<file path="config.mk">
export PLATFORM = sky130hd
export DESIGN_NAME = ysyx_22050058_div_ctrl
export DESIGN_NICKNAME = d
export VERILOG_FILES = /design/src/rtl/ysyx_22050058_div_ctrl_pkg.sv /design/src/rtl/ysyx_22050058_div_sign.sv /design/src/rtl/ysyx_22050058_div_ctrl.sv
export SDC_FILE = /design/constraint.sdc
export NUM_CORES = 1
export LEC_CHECK = 0
export ABC_AREA = 1
export BUFFER_PORTS_ARGS = -buffer_cell sky130_fd_sc_hd__buf_2
export CELL_PAD_IN_SITES_DETAIL_PLACEMENT = 1
export CELL_PAD_IN_SITES_GLOBAL_PLACEMENT = 1
export CORE_MARGIN = 2
export CORE_UTILIZATION = 33
export DETAILED_ROUTE_END_ITERATION = 7
export PLACE_DENSITY_LB_ADDON = 0.3
export SYNTH_ARGS = -nofsm -noshare
export SYNTH_HDL_FRONTEND = slang
export SYNTH_SLANG_ARGS = --single-unit
</file>
<file path="constraint.sdc">
create_clock -name clk_i -period 2 [get_ports clk_i]
set_input_delay 0.2 -clock clk_i [delete_from_list [all_inputs] [get_ports clk_i]]
set_output_delay 0.2 -clock clk_i [all_outputs]
set_load 0.005 [all_outputs]
</file>
<file path="src/rtl/ysyx_22050058_div_ctrl_pkg.sv">
// Shared definitions for the divider controller: op bit positions, FSM
// encoding and width-fixed arithmetic helpers.
package ysyx_22050058_div_ctrl_pkg;

    localparam int unsigned XLEN      = 64;
    localparam int unsigned OP_BITS   = 3;
    localparam int unsigned WORD_BITS = 32;

    // Op field bit positions
    localparam int unsigned OP_UNS = 0;
    localparam int unsigned OP_REM = 1;
    localparam int unsigned OP_W   = 2;

    typedef enum logic [2:0] {
        ST_IDLE  = 3'd0,
        ST_ISSUE = 3'd1,
        ST_WAIT  = 3'd2,
        ST_DRAIN = 3'd3,
        ST_DONE  = 3'd4
    } div_state_e;

    // Two's-complement negate at datapath width
    function automatic logic [XLEN-1:0] neg_xlen(input logic [XLEN-1:0] a);
        return (~a) + XLEN'(1);
    endfunction

    // Word ops keep bits [31:0] sign-extended from bit 31; full-width ops pass through
    function automatic logic [XLEN-1:0] fmt_result(input logic word, input logic [XLEN-1:0] v);
        return word ? {{(XLEN-WORD_BITS){v[WORD_BITS-1]}}, v[WORD_BITS-1:0]} : v;
    endfunction

endpackage

</file>
<file path="src/rtl/ysyx_22050058_div_sign.sv">
// Combinational sign handling around the unsigned divider core.
// Request side: word extension, operand magnitudes, divide-by-zero and
// signed-overflow detection with the architectural result for those cases.
// Response side: sign correction of the core quotient/remainder and
// quotient/remainder selection with word formatting.
//   i_req_op/i_req_src1/i_req_src2 : live request op and raw operands
//   o_*_c (request side)           : magnitudes, sign flags, special result
//   i_res_*                        : registered op and sign flags of the in-flight op
//   i_quotient/i_remainder         : unsigned core results
//   o_result_c                     : architectural result of a core op
module ysyx_22050058_div_sign
    import ysyx_22050058_div_ctrl_pkg::*;
(
    input  logic [OP_BITS-1:0] i_req_op,
    input  logic [XLEN-1:0]    i_req_src1,
    input  logic [XLEN-1:0]    i_req_src2,
    output logic [XLEN-1:0]    o_dividend_mag_c,
    output logic [XLEN-1:0]    o_divisor_mag_c,
    output logic               o_neg_q_c,
    output logic               o_neg_r_c,
    output logic               o_special_c,
    output logic [XLEN-1:0]    o_special_data_c,
    input  logic [OP_BITS-1:0] i_res_op,
    input  logic               i_res_neg_q,
    input  logic               i_res_neg_r,
    input  logic [XLEN-1:0]    i_quotient,
    input  logic [XLEN-1:0]    i_remainder,
    output logic [XLEN-1:0]    o_result_c
);

    localparam logic [XLEN-1:0] MIN_FULL = {1'b1, {(XLEN-1){1'b0}}};
    localparam logic [XLEN-1:0] MIN_WORD = {{(XLEN-WORD_BITS+1){1'b1}}, {(WORD_BITS-1){1'b0}}};

    logic            w_signed;
    logic            w_word;
    logic [XLEN-1:0] w_src1_p;
    logic [XLEN-1:0] w_src2_p;
    logic            w_neg1;
    logic            w_neg2;
    logic            w_div_zero;
    logic            w_overflow;
    logic [XLEN-1:0] w_spec_q;
    logic [XLEN-1:0] w_spec_r;
    logic [XLEN-1:0] w_res_q;
    logic [XLEN-1:0] w_res_r;

    assign w_signed = !i_req_op[OP_UNS];
    assign w_word   = i_req_op[OP_W];

    // Prepared operands: word ops extend the low word by signedness
    always_comb begin
        w_src1_p = i_req_src1;
        w_src2_p = i_req_src2;
        if (w_word) begin
            if (w_signed) begin
                w_src1_p = {{(XLEN-WORD_BITS){i_req_src1[WORD_BITS-1]}}, i_req_src1[WORD_BITS-1:0]};
                w_src2_p = {{(XLEN-WORD_BITS){i_req_src2[WORD_BITS-1]}}, i_req_src2[WORD_BITS-1:0]};
            end else begin
                w_src1_p = {{(XLEN-WORD_BITS){1'b0}}, i_req_src1[WORD_BITS-1:0]};
                w_src2_p = {{(XLEN-WORD_BITS){1'b0}}, i_req_src2[WORD_BITS-1:0]};
            end
        end
    end

    assign w_neg1 = w_signed && w_src1_p[XLEN-1];
    assign w_neg2 = w_signed && w_src2_p[XLEN-1];

    assign o_dividend_mag_c = w_neg1 ? neg_xlen(w_src1_p) : w_src1_p;
    assign o_divisor_mag_c  = w_neg2 ? neg_xlen(w_src2_p) : w_src2_p;
    assign o_neg_q_c        = w_neg1 ^ w_neg2;
    assign o_neg_r_c        = w_neg1;

    // Most-negative is judged at the op's own width
    assign w_div_zero = (w_src2_p == '0);
    assign w_overflow = w_signed && (w_src2_p == '1)
                        && (w_src1_p == (w_word ? MIN_WORD : MIN_FULL));
    assign o_special_c = w_div_zero || w_overflow;

    // Divide-by-zero wins; overflow gives q = dividend, r = 0
    assign w_spec_q = w_div_zero ? '1 : w_src1_p;
    assign w_spec_r = w_div_zero ? w_src1_p : '0;
    assign o_special_data_c = fmt_result(w_word, i_req_op[OP_REM] ? w_spec_r : w_spec_q);

    // Post-correction of core results
    assign w_res_q    = i_res_neg_q ? neg_xlen(i_quotient) : i_quotient;
    assign w_res_r    = i_res_neg_r ? neg_xlen(i_remainder) : i_remainder;
    assign o_result_c = fmt_result(i_res_op[OP_W], i_res_op[OP_REM] ? w_res_r : w_res_q);

endmodule

</file>
<file path="src/rtl/ysyx_22050058_div_ctrl.sv">
// Divider controller: accepts RV64M div/rem ops, resolves divide-by-zero
// and signed overflow locally, issues legal ops to the unsigned core as a
// one-cycle pulse, and sign-corrects the core result. One op in flight.
//   clk_i/rst_i           : clock, synchronous active-high reset
//   req_*                 : op request handshake and operands
//   flush_i               : cancel the in-flight op
//   resp_*                : result handshake, data held until taken
//   div_valid_o/div_*_o   : issue pulse and magnitudes to the core
//   div_qr_valid_i/div_*_i: core result (fixed latency)
module ysyx_22050058_div_ctrl
    import ysyx_22050058_div_ctrl_pkg::*;
(
    input  logic               clk_i,
    input  logic               rst_i,
    input  logic               req_valid_i,
    output logic               req_ready_o,
    input  logic [OP_BITS-1:0] req_op_i,
    input  logic [XLEN-1:0]    req_src1_i,
    input  logic [XLEN-1:0]    req_src2_i,
    input  logic               flush_i,
    output logic               resp_valid_o,
    input  logic               resp_ready_i,
    output logic [XLEN-1:0]    resp_data_o,
    output logic               div_valid_o,
    output logic [XLEN-1:0]    div_dividend_o,
    output logic [XLEN-1:0]    div_divisor_o,
    input  logic               div_qr_valid_i,
    input  logic [XLEN-1:0]    div_quotient_i,
    input  logic [XLEN-1:0]    div_remainder_i
);

    localparam int unsigned WIDTH = XLEN;

    div_state_e         r_state;
    div_state_e         w_next_state;
    logic [OP_BITS-1:0] r_op;
    logic               r_neg_q;
    logic               r_neg_r;
    logic [WIDTH-1:0]   r_dividend;
    logic [WIDTH-1:0]   r_divisor;
    logic [WIDTH-1:0]   r_resp_data;

    logic               w_accept;
    logic               w_capture;
    logic [WIDTH-1:0]   w_dividend_mag;
    logic [WIDTH-1:0]   w_divisor_mag;
    logic               w_neg_q;
    logic               w_neg_r;
    logic               w_special;
    logic [WIDTH-1:0]   w_special_data;
    logic [WIDTH-1:0]   w_result;

    ysyx_22050058_div_sign u_sign (
        .i_req_op         (req_op_i),
        .i_req_src1       (req_src1_i),
        .i_req_src2       (req_src2_i),
        .o_dividend_mag_c (w_dividend_mag),
        .o_divisor_mag_c  (w_divisor_mag),
        .o_neg_q_c        (w_neg_q),
        .o_neg_r_c        (w_neg_r),
        .o_special_c      (w_special),
        .o_special_data_c (w_special_data),
        .i_res_op         (r_op),
        .i_res_neg_q      (r_neg_q),
        .i_res_neg_r      (r_neg_r),
        .i_quotient       (div_quotient_i),
        .i_remainder      (div_remainder_i),
        .o_result_c       (w_result)
    );

    // State register
    always_ff @(posedge clk_i) begin
        if (rst_i) begin
            r_state <= ST_IDLE;
        end else begin
            r_state <= w_next_state;
        end
    end

    // Next-state and datapath enables
    always_comb begin
        w_next_state = r_state;
        w_accept     = 1'b0;
        w_capture    = 1'b0;
        case (r_state)
            ST_IDLE: begin
                if (req_valid_i && !flush_i) begin
                    w_accept     = 1'b1;
                    w_next_state = w_special ? ST_DONE : ST_ISSUE;
                end
            end
            ST_ISSUE: begin
                w_next_state = flush_i ? ST_IDLE : ST_WAIT;
            end
            ST_WAIT: begin
                // A flush coinciding with the result consumes it, so nothing is left to drain
                if (flush_i) begin
                    w_next_state = div_qr_valid_i ? ST_IDLE : ST_DRAIN;
                end else if (div_qr_valid_i) begin
                    w_capture    = 1'b1;
                    w_next_state = ST_DONE;
                end
            end
            ST_DRAIN: begin
                if (div_qr_valid_i) begin
                    w_next_state = ST_IDLE;
                end
            end
            ST_DONE: begin
                if (flush_i || resp_ready_i) begin
                    w_next_state = ST_IDLE;
                end
            end
            default: begin
                w_next_state = ST_IDLE;
            end
        endcase
    end

    // Op context, core operands and response data
    always_ff @(posedge clk_i) begin
        if (rst_i) begin
            r_op        <= '0;
            r_neg_q     <= 1'b0;
            r_neg_r     <= 1'b0;
            r_dividend  <= '0;
            r_divisor   <= '0;
            r_resp_data <= '0;
        end else if (w_accept) begin
            r_op       <= req_op_i;
            r_neg_q    <= w_neg_q;
            r_neg_r    <= w_neg_r;
            r_dividend <= w_dividend_mag;
            r_divisor  <= w_divisor_mag;
            if (w_special) begin
                r_resp_data <= w_special_data;
            end
        end else if (w_capture) begin
            r_resp_data <= w_result;
        end
    end

    assign req_ready_o    = (r_state == ST_IDLE);
    assign resp_valid_o   = (r_state == ST_DONE);
    assign resp_data_o    = r_resp_data;
    // A flush in the issue cycle suppresses the pulse itself
    assign div_valid_o    = (r_state == ST_ISSUE) && !flush_i;
    assign div_dividend_o = r_dividend;
    assign div_divisor_o  = r_divisor;

endmodule

</file>
Word level (Yosys, flattened, before mapping). Index checks and enable logic that the tools add are counted. Widths: inputs -> output; s select.

Word-level logic and storage cells: 74. Register bits after elaboration: 200. Output and inout bits: 195. Input bits: 265.

Equality and inequality tests: 11. Mux-type cells: 32. Bitwise gates (word level): 5. Add/sub/neg operators: 4. Reductions and logical operators: 15.

Operator list (count): $mux 64 (17); $add 64x1->64 const B (4); $not 64->64 (4); $eq 64x64->1 (1); $eq 64x64->1 const B (1); $logic_not 64->1 (1); $mux 63 (1); $mux 3 (6); $pmux 3 s5 (1); $eq 3x2->1 const B (2); $logic_and 1x1->1 (6); $ne 2x1->1 const B (3); $mux 1 (5); $mux 2 (2); $reduce_and 4->1 (1); $eq 3x1->1 const B (1); $eq 3x3->1 const B (1); $logic_not 3->1 (1); $ne 3x3->1 const B (1); $logic_not 1->1 (2); $logic_or 1x1->1 (2); $ne 2x2->1 const B (1); $reduce_and 2->1 (1); $reduce_bool 2->1 (1); $xor 1x1->1 (1).

Longest topological paths before layout. Gate-level depths: netlist of the first run.

Word-level depth: 9. Mapped depth: 19. Mapped depth without buffers: 17.

Hierarchy. A second synthesis of the first run with hierarchy kept.

Cell total of the unflattened synthesis: 3852. Area, all modules: 19962.9 um^2.

By module, submodules not included: ysyx_22050058_div_sign (sequential area each 0.0 um^2, times used 1, area each 11777.5 um^2, cells each 2678); ysyx_22050058_div_ctrl (sequential area each 4003.8 um^2, times used 1, area each 8185.4 um^2, cells each 1174).

Worst setup path after synthesis of the first run. Ideal clock, no wire load.

Path kind: input to register. Start point: input req_src2_i[0]. End point: register r_resp_data[30], in the netlist resp_data_o[30]. Arrival: 1.952 ns. Path slack: -0.066 ns. Cell stages on the path: 16. Setup time: 0.114 ns. Buffers on the path: 1. Cells stage by stage: inv_1 -> ha_1 -> nand3_2 -> nor2_2 -> nand2_1 -> nor2_1 -> nand2_1 -> nor3_1 -> nand4_2 -> nand2_2 -> nand2_4 -> nand2_4 -> buf_2 -> nand2_1 -> nand2_1 -> nor2_2.

Word-level cells in the longest chain between the ends: 8. Elaborated cells on any way between the ends: 15. Those cells by class: 2 x eq/ne; 8 x mux; 5 x reduce/logical.

Ends and longest elaborated chain: start: declaration (line ysyx_22050058_div_ctrl.sv:19) `input logic [XLEN-1:0] req_src2_i,`; $mux 64 (line ysyx_22050058_div_sign.sv:55) `if (w_signed) begin`; $mux 64 * (line ysyx_22050058_div_sign.sv:54) `if (w_word) begin`; $logic_not 64->1 / $eq 64x64->1 (equally long branches) (line ysyx_22050058_div_sign.sv:74, ysyx_22050058_div_sign.sv:75); $mux 64 (tied with other cells) (line ysyx_22050058_div_sign.sv:80) `assign w_spec_q = w_div_zero ? '1 : w_src1_p;`; $mux 64 / $logic_and 1x1->1 (equally long branches) (line ysyx_22050058_div_sign.sv:82, ysyx_22050058_div_sign.sv:76); $mux 64 / $logic_or 1x1->1 (equally long branches) (line ysyx_22050058_div_ctrl_pkg.sv:29, ysyx_22050058_div_sign.sv:77); $mux 64 / $ne 2x1->1 (equally long branches); $mux 64 / $reduce_and 2->1 (equally long branches); end signal: assignment (line ysyx_22050058_div_ctrl.sv:136) `r_resp_data <= w_special_data;`; end signal: assignment (line ysyx_22050058_div_ctrl.sv:139) `r_resp_data <= w_result;`; end: declaration (line ysyx_22050058_div_ctrl.sv:41) `logic [WIDTH-1:0] r_resp_data;`.

Every way passes the cells marked *; elsewhere a longest branch is shown, timed or not. The select of a mux whose other input is x is not followed. A chain may end at the register's enable or synchronous reset.

Final worst setup path of the first run.
Start point: input req_op_i[0]. End point: register r_resp_data[19], in the netlist resp_data_o[19].

Word-level cells in the longest chain between the ends: 8. Elaborated cells on any way between the ends: 19. Those cells by class: 3 x eq/ne; 10 x mux; 6 x reduce/logical.

Ends and longest elaborated chain: start: declaration (line ysyx_22050058_div_ctrl.sv:17) `input logic [OP_BITS-1:0] req_op_i,`; $mux 64 (line ysyx_22050058_div_sign.sv:55); $mux 64 (line ysyx_22050058_div_sign.sv:54); $logic_not 64->1 / $eq 64x64->1 (equally long branches) (line ysyx_22050058_div_sign.sv:74, ysyx_22050058_div_sign.sv:75); $mux 64 (tied with other cells) (line ysyx_22050058_div_sign.sv:80); $mux 64 / $logic_and 1x1->1 (equally long branches) (line ysyx_22050058_div_sign.sv:82, ysyx_22050058_div_sign.sv:76); $mux 64 / $logic_or 1x1->1 (equally long branches) (line ysyx_22050058_div_ctrl_pkg.sv:29, ysyx_22050058_div_sign.sv:77); $mux 64 / $ne 2x1->1 (equally long branches); $mux 64 / $reduce_and 2->1 (equally long branches).

Parallel ways exist; a longest one is shown, timed or not. The select of a mux whose other input is x is not followed.

==> impl_metrics.tcl, run 1 <==
set metrics [dict create \
    antenna_found_initial 13 \
    pwr_density_cell_nw_per_um2 496 \
    synthMuxAreaShare_pct 0 \
    fin_crit_ns 1.97 \
    finalSetupTns_ns 0 \
    synth_edf_count 0 \
    crit_arrival_ns 2.40 \
    cp-end-kind "register" \
    multi_input_area_um2 13200 \
    cts_hold_buffers 0 \
    hold_class "in2reg" \
    routabilityCongestion 0.996 \
    clkTransAtPathRegs_ns 0.09 \
    outcome "completed" \
    drt_iter0_drc 1954 \
    htreeDepth 4 \
    num_io_pins 460 \
    relSlewSlack_pct 64.1 \
    r2r_start "r_neg_r$_SDFFE_PP0P_" \
    cts_root_buf "clkbuf_16" \
    dieArea_um2 60300 \
    rr_endpoint "resp_data_o[1]$_SDFFE_PP0P_" \
    dr.pass1.iters 5 \
    hold_ws_ns 0.0410 \
    seqCellArea_um2 3990 \
    worst_slew_pin_slew_ns 0.534 \
    grt_max_degree 58 \
    totalWireLength_um 115000 \
    cts_buffers 17 \
    via_count 28973 \
    grt_pass1_wl_um 167000 \
    die_w_um 246 \
    yosys_warnings 0 \
    synth-seq-cells 199 \
    final_cells 5454 \
    synth.distinct_cells 55 \
    critical_path.startpoint "req_op_i[0]" \
    ant_nets 0 \
    critPathLaunchType "input port" \
    power.total_mw 14.3 \
    ys_seq_area_share_pct 20.7 \
    final_util_pct 50.0 \
    slew_violations 0 \
    async_flop_share_pct 0 \
    syn_area_per_cell_um2 5.33 \
    rsz0062_at_grt "yes" \
    die_y_um 246 \
    synth_area_um2 19300 \
    synth_compound_area_share_pct 15.4 \
    row_count 88 \
    worst-r2r-setup-slack_ns 0.05 \
    p_leak_nw 15.5 \
    layout_common_cells "nand2_1 (1083), buf_4 (702), nor2_1 (571)" \
    synth_simple_gate_area_share_pct 48.3 \
    worstPathRequired_ns 2.43 \
    cp_max_fo 12 \
    cts_tree "yes" \
    synth_ff_type "dfxtp_1" \
    wl_per_cell_um 21.0 \
    grt_pass1_vias 28885 \
    period_share_pct 98.6 \
    grt_overflow 0 \
    synth-xor-area-share_pct 3.09 \
    layout-drive-gt1-share_pct 28.9 \
    start_util_pct 33.4 \
    synth_fa_ha_area_share_pct 0.325 \
    dp_hpwl_um 93100 \
    synth_top_family_by_area "simple AND/OR/NAND/NOR gates" \
    port_buffers 459 \
    clk-insertion-delay-late_ns 0.52 \
    viasPerCell 5.31 \
    clock-sinks 199 \
    area_growth_syn_to_layout_pct 49.7 \
    fmax_mhz 507 \
    num-nets-final 4943 \
    final_common_cell "nand2_1" \
    r2r_cells 7 \
    drc_errors 0 \
    grt_usage_pct 36.2 \
    clock_skew_ns 0.0191 \
    ir_worst_vdd_uv 710 \
    core_um2 57700 \
    maxCapViolCount 0 \
    fillerInstances 8370 \
    placedCellCount 5400 \
    clockBufferDepth 2 \
    cp-endpoint "resp_data_o[19]$_SDFFE_PP0P_" \
    syn_nets 3881 \
    hold_viol 0 \
    netlist_instances 3611 \
    finalSetupViolations 0 \
    worstSetupPathType "in2reg" \
]
==> critical path: stages <==
cell and delay, ns:
buf_2 0.13, inv_2 0.09, nand3_4 0.12, buf_6 0.17
nand2_1 0.10, nand2_1 0.07, nor2_1 0.11, nand3_1 0.10
nor3_2 0.22, buf_4 0.16, nand3_1 0.11, nand2_2 0.12
nand2_4 0.12, nand2_8 0.14, buf_8 0.13, o21ai_0 0.11
nor2_1 0.19
==> cell families after synthesis <==
| kind of cell | after synthesis |
|---|---|
| AOI/OAI and AO/OA | 532 |
| buffers and inverters | 583 |
| xor gates and xnor gates | 68 |
| and+or+nand+nor | 2224 |
| adders and majority gates | 5 |
| DFF | 199 |
==> registers in the layout, indices dropped and copies added (netlist names) <==
| signal | flops |
|---|---|
| div_dividend_o | 64 |
| r_neg_q | 1 |
| resp_data_o | 64 |
| r_state | 3 |
| r_neg_r | 1 |
| r_op | 2 |
| div_divisor_o | 64 |
==> how the worst min path moves through the flow <==
stage | from | endpoint | slack (ns) | cells after the start
after floorplan | req_op_i[0] | div_dividend_o[63]$_SDFFE_PP0P_ | 0.36 | 2
after CTS | req_src2_i[17] | div_divisor_o[17]$_SDFFE_PP0P_ | 0.004 | 3
final | req_src2_i[17] | div_divisor_o[17]$_SDFFE_PP0P_ | 0.04 | 3
after global placement | resp_data_o[16]$_SDFFE_PP0P_ | resp_data_o[16]$_SDFFE_PP0P_ | 0.47 | 2
after detailed placement | resp_data_o[17]$_SDFFE_PP0P_ | resp_data_o[17]$_SDFFE_PP0P_ | 0.47 | 2
after global routing | req_src2_i[17] | div_divisor_o[17]$_SDFFE_PP0P_ | 0.03 | 3
==> repair_timing <==
action                     4_1_cts  5_1_grt
setup endpoints to repair       62      131
pin swaps                        1       14
resized for setup                7       82
setup buffers                    0       10
gates cloned                     1        8
==> routing by layer <==
| metal | global-route usage (%) | up-vias | wire length (µm) |
|---|---|---|---|
| li1 | - | 13734 | - |
| met1 | 42.9 | 13922 | 46300 |
| met2 | 61.8 | 1018 | 53800 |
| met3 | 7.97 | 281 | 8270 |
| met4 | 17.4 | 18 | 6240 |
| met5 | 0 | - | 115 |
==> per-stage QoR <==
| step | instance area [µm²] | setup slack, ns |
|---|---|---|
| global placement | 27700 | -0.526 |
| detailed placement | 27700 | -0.582 |
| finish | 28800 | 0.0286 |
| CTS | 28300 | 0.00726 |
| global route | 28800 | -0.0869 |
| floorplan | 19300 | 0.0350 |
==> area by class of cell <==
cell class	instances	share of cell area (%)
antenna	4	0.0347
clock buffer	20	1.62
tap	765	3.32
timing repair inverter	1	0.0304
inverter	417	5.54
sequential	199	13.8
timing repair buffer	1206	29.4
multi-input combinational	2831	45.8
clock inverter	11	0.391
==> Yosys cell counts, types with 3 or more instances <==
cell | n | area, µm²
nand2_1 | 1106 | 4150
nor2_1 | 589 | 2210
inv_1 | 407 | 1530
nand3_1 | 338 | 1690
o21ai_0 | 253 | 1270
dfxtp_1 | 199 | 3980
a21oi_1 | 152 | 761
clkbuf_1 | 94 | 353
nand4_1 | 63 | 394
xor2_1 | 59 | 517
nor3_1 | 48 | 240
o211ai_1 | 36 | 270
o221ai_1 | 35 | 307
buf_2 | 32 | 160
nand3b_1 | 23 | 173
o21ai_1 | 22 | 110
buf_1 | 21 | 78.8
nor4_1 | 12 | 75.1
buf_4 | 9 | 67.6
nand2_2 | 9 | 56.3
or2_2 | 9 | 56.3
xnor2_1 | 9 | 78.8
buf_6 | 8 | 90.1
inv_2 | 7 | 26.3
nor2_2 | 6 | 37.5
ha_1 | 5 | 62.6
nand3_2 | 5 | 50.1
o31ai_1 | 5 | 37.5
a22oi_1 | 4 | 30.0
a31oi_1 | 4 | 25.0
o22ai_1 | 4 | 25.0
a22o_1 | 3 | 26.3
and2_1 | 3 | 18.8
nor2_4 | 3 | 33.8
o21a_1 | 3 | 22.5
==> where the power goes <==
group          switching [mW]  internal [mW]  leakage, nW
Sequential              0.178           4.22         1.63
Combinational            3.72           2.50         13.6
Clock                    1.84           1.84        0.290
Total                    5.75           8.56         15.5
(Power assumes the default switching activity.)
==> run 2, diff against run 1 <==
--- a/config.mk
+++ b/config.mk
@@ -9,6 +9,7 @@
 export BUFFER_PORTS_ARGS = -buffer_cell sky130_fd_sc_hd__buf_2
 export CELL_PAD_IN_SITES_DETAIL_PLACEMENT = 1
 export CELL_PAD_IN_SITES_GLOBAL_PLACEMENT = 1
+export CORE_ASPECT_RATIO = 1.4
 export CORE_MARGIN = 2
 export CORE_UTILIZATION = 33
 export DETAILED_ROUTE_END_ITERATION = 7
==> run 2 against run 1 <==
  * Setup slack improved by 0.020 ns
  * Total power rose by 2.4%
  * Core utilization rose by 1.5 points
  * Die area barely moved
  * Cell count rose by 1.2%
  * Clock skew is 0.0056 ns lower
  * Critical endpoint is now resp_data_o[16]$_SDFFE_PP0P_
  * Cell area increased by 3.0%
  * Sequential cell count unchanged
  * Global-route usage up 2.1 points
  * Register-to-register slack about the same
  * Sequential power about the same
==> impl_metrics.tcl, run 2 (synthesis results as in run 1) <==
set metrics [dict create \
    via_count 29232 \
    power.total_mw 14.6 \
    pre_cts_ws_ns -0.781 \
    finalSetupViolations 0 \
    hold_class "in2reg" \
    layout-drive-gt1-share_pct 30.7 \
    ir_worst_vdd_uv 515 \
    grt_usage_pct 38.3 \
    wl_per_cell_um 22.0 \
    num_io_pins 460 \
    fin_crit_ns 1.95 \
    layout_setup_ws_ns 0.0483 \
    routabilityCongestion 1.06 \
    drt_iter0_drc 1424 \
    final_common_cell "nand2_1" \
    viasPerCell 5.29 \
    maxCapViolCount 0 \
    row_count 104 \
    num-nets-final 5027 \
    rsz0062_at_grt "yes" \
    area_growth_syn_to_layout_pct 54.1 \
    fin_area_um2 29700 \
    cts_buffers 17 \
    seqCellArea_um2 3990 \
    worstSetupPathType "in2reg" \
    clk-insertion-delay-late_ns 0.48 \
    crit_arrival_ns 2.34 \
    worst_slew_pin_slew_ns 0.629 \
    fmax_mhz 512 \
    final_cells 5522 \
    dr.pass1.iters 5 \
    drc_errors 0 \
    cts_tree "yes" \
    start_util_pct 33.4 \
    layout_common_cells "nand2_1 (1087), buf_4 (782), nor2_1 (561)" \
    clockBufferDepth 2 \
    port_buffers 459 \
    hold_viol 0 \
    placed_area_um2 28300 \
    critPathLaunchType "input port" \
    p_leak_nw 15.9 \
    worstPathRequired_ns 2.38 \
    placedCellCount 5461 \
    dieArea_um2 60300 \
    pwr_density_cell_nw_per_um2 494 \
    multi_input_area_um2 13300 \
    clock-sinks 199 \
    ant_nets 0 \
    clkTransAtPathRegs_ns 0.08 \
    grt_overflow 0 \
    grt_pass1_vias 30132 \
    relSlewSlack_pct 58.1 \
    cp_max_fo 4 \
    grt_max_degree 50 \
    clock_skew_ns 0.0136 \
    htreeDepth 4 \
    die_y_um 290 \
    cts_root_buf "clkbuf_16" \
    totalWireLength_um 121000 \
    die_w_um 208 \
    grt_pass1_wl_um 176000 \
    period_share_pct 97.6 \
    cp-end-kind "register" \
    fillerInstances 8320 \
    antenna_found_initial 20 \
    dp_hpwl_um 100000 \
    slew_violations 0 \
    cts_hold_buffers 0 \
    core_um2 57600 \
    outcome "completed" \
]
-- run 2: cell count changes in the layout (fill, tap and decap cells not counted), moves of 7 or more --
cell     delta
nor2_1     -10
o21ai_0    -11
o21ai_1     +9
buf_4      +80
diode_2     +7
-- run 2: timing repair --
action / 4_1_cts / 5_1_grt
resized for setup: 19 / 124
cloned: 2 / 8
pin swaps: 1 / 24
setup endpoints to repair: 71 / 162
endpoints found under the hold margin: 0 / 0
buffers inserted: 0 / 10
-- run 2: where the power goes --
group          switching, mW  internal, mW
Combinational           3.79          2.63
Sequential             0.184          4.22
Clock                   1.86          1.96
-- run 2: layout make-up --
class	count	share of cell area, %
repair buffers	1290	30.9
inverters	417	5.40
clock buffers	19	1.53
clock inverters	12	0.531
diodes	11	0.0928
repair inverters	2	0.0506
flip-flops and latches	199	13.5
multi-input cells	2830	44.9
well taps	742	3.13
-- run 2: per-stage QoR --
step | utilization (%) | hold WS (ns) | TNS (ns)
4_1_cts | 50.3 | 0.0616 | -0.0103
3_5_place_dp | 49.1 | 0.473 | -77.07
5_1_grt | 51.4 | 0.108 | -0.366
6_report | 51.5 | 0.0701 | 0
2_1_floorplan | - | 0.362 | 0
3_3_place_gp | 49.1 | 0.465 | -66.30
-- run 2: final timing paths --
check | start | to | slack (ns) | depth (start not counted)
max | div_quotient_i[0] | resp_data_o[16]$_SDFFE_PP0P_ | 0.05 | 15
min reg2reg | resp_data_o[14]$_SDFFE_PP0P_ | resp_data_o[14]$_SDFFE_PP0P_ | 0.49 | 2
max reg2reg | r_neg_r$_SDFFE_PP0P_ | resp_data_o[61]$_SDFFE_PP0P_ | 0.06 | 12
min | req_src2_i[5] | div_divisor_o[5]$_SDFFE_PP0P_ | 0.07 | 3
-- run 2: per-layer routing --
metal / routed length [µm] / GRT usage (%)
met4: 11100 / 29.8
met2: 60500 / 69.6
met1: 43500 / 39.6
met5: 102 / 0
met3: 6120 / 5.38
-- run 2: critical path: stages --
cell and delay, ns:
buf_2 0.13, inv_1 0.08, ha_1 0.23, nand3_2 0.17
nor2_4 0.17, buf_4 0.13, buf_4 0.11, nand2_1 0.08
a21o_1 0.16, nand3_1 0.17, o21ai_0 0.21, a22oi_1 0.30
nand2_1 0.09, nand2_1 0.06, nor2_1 0.04
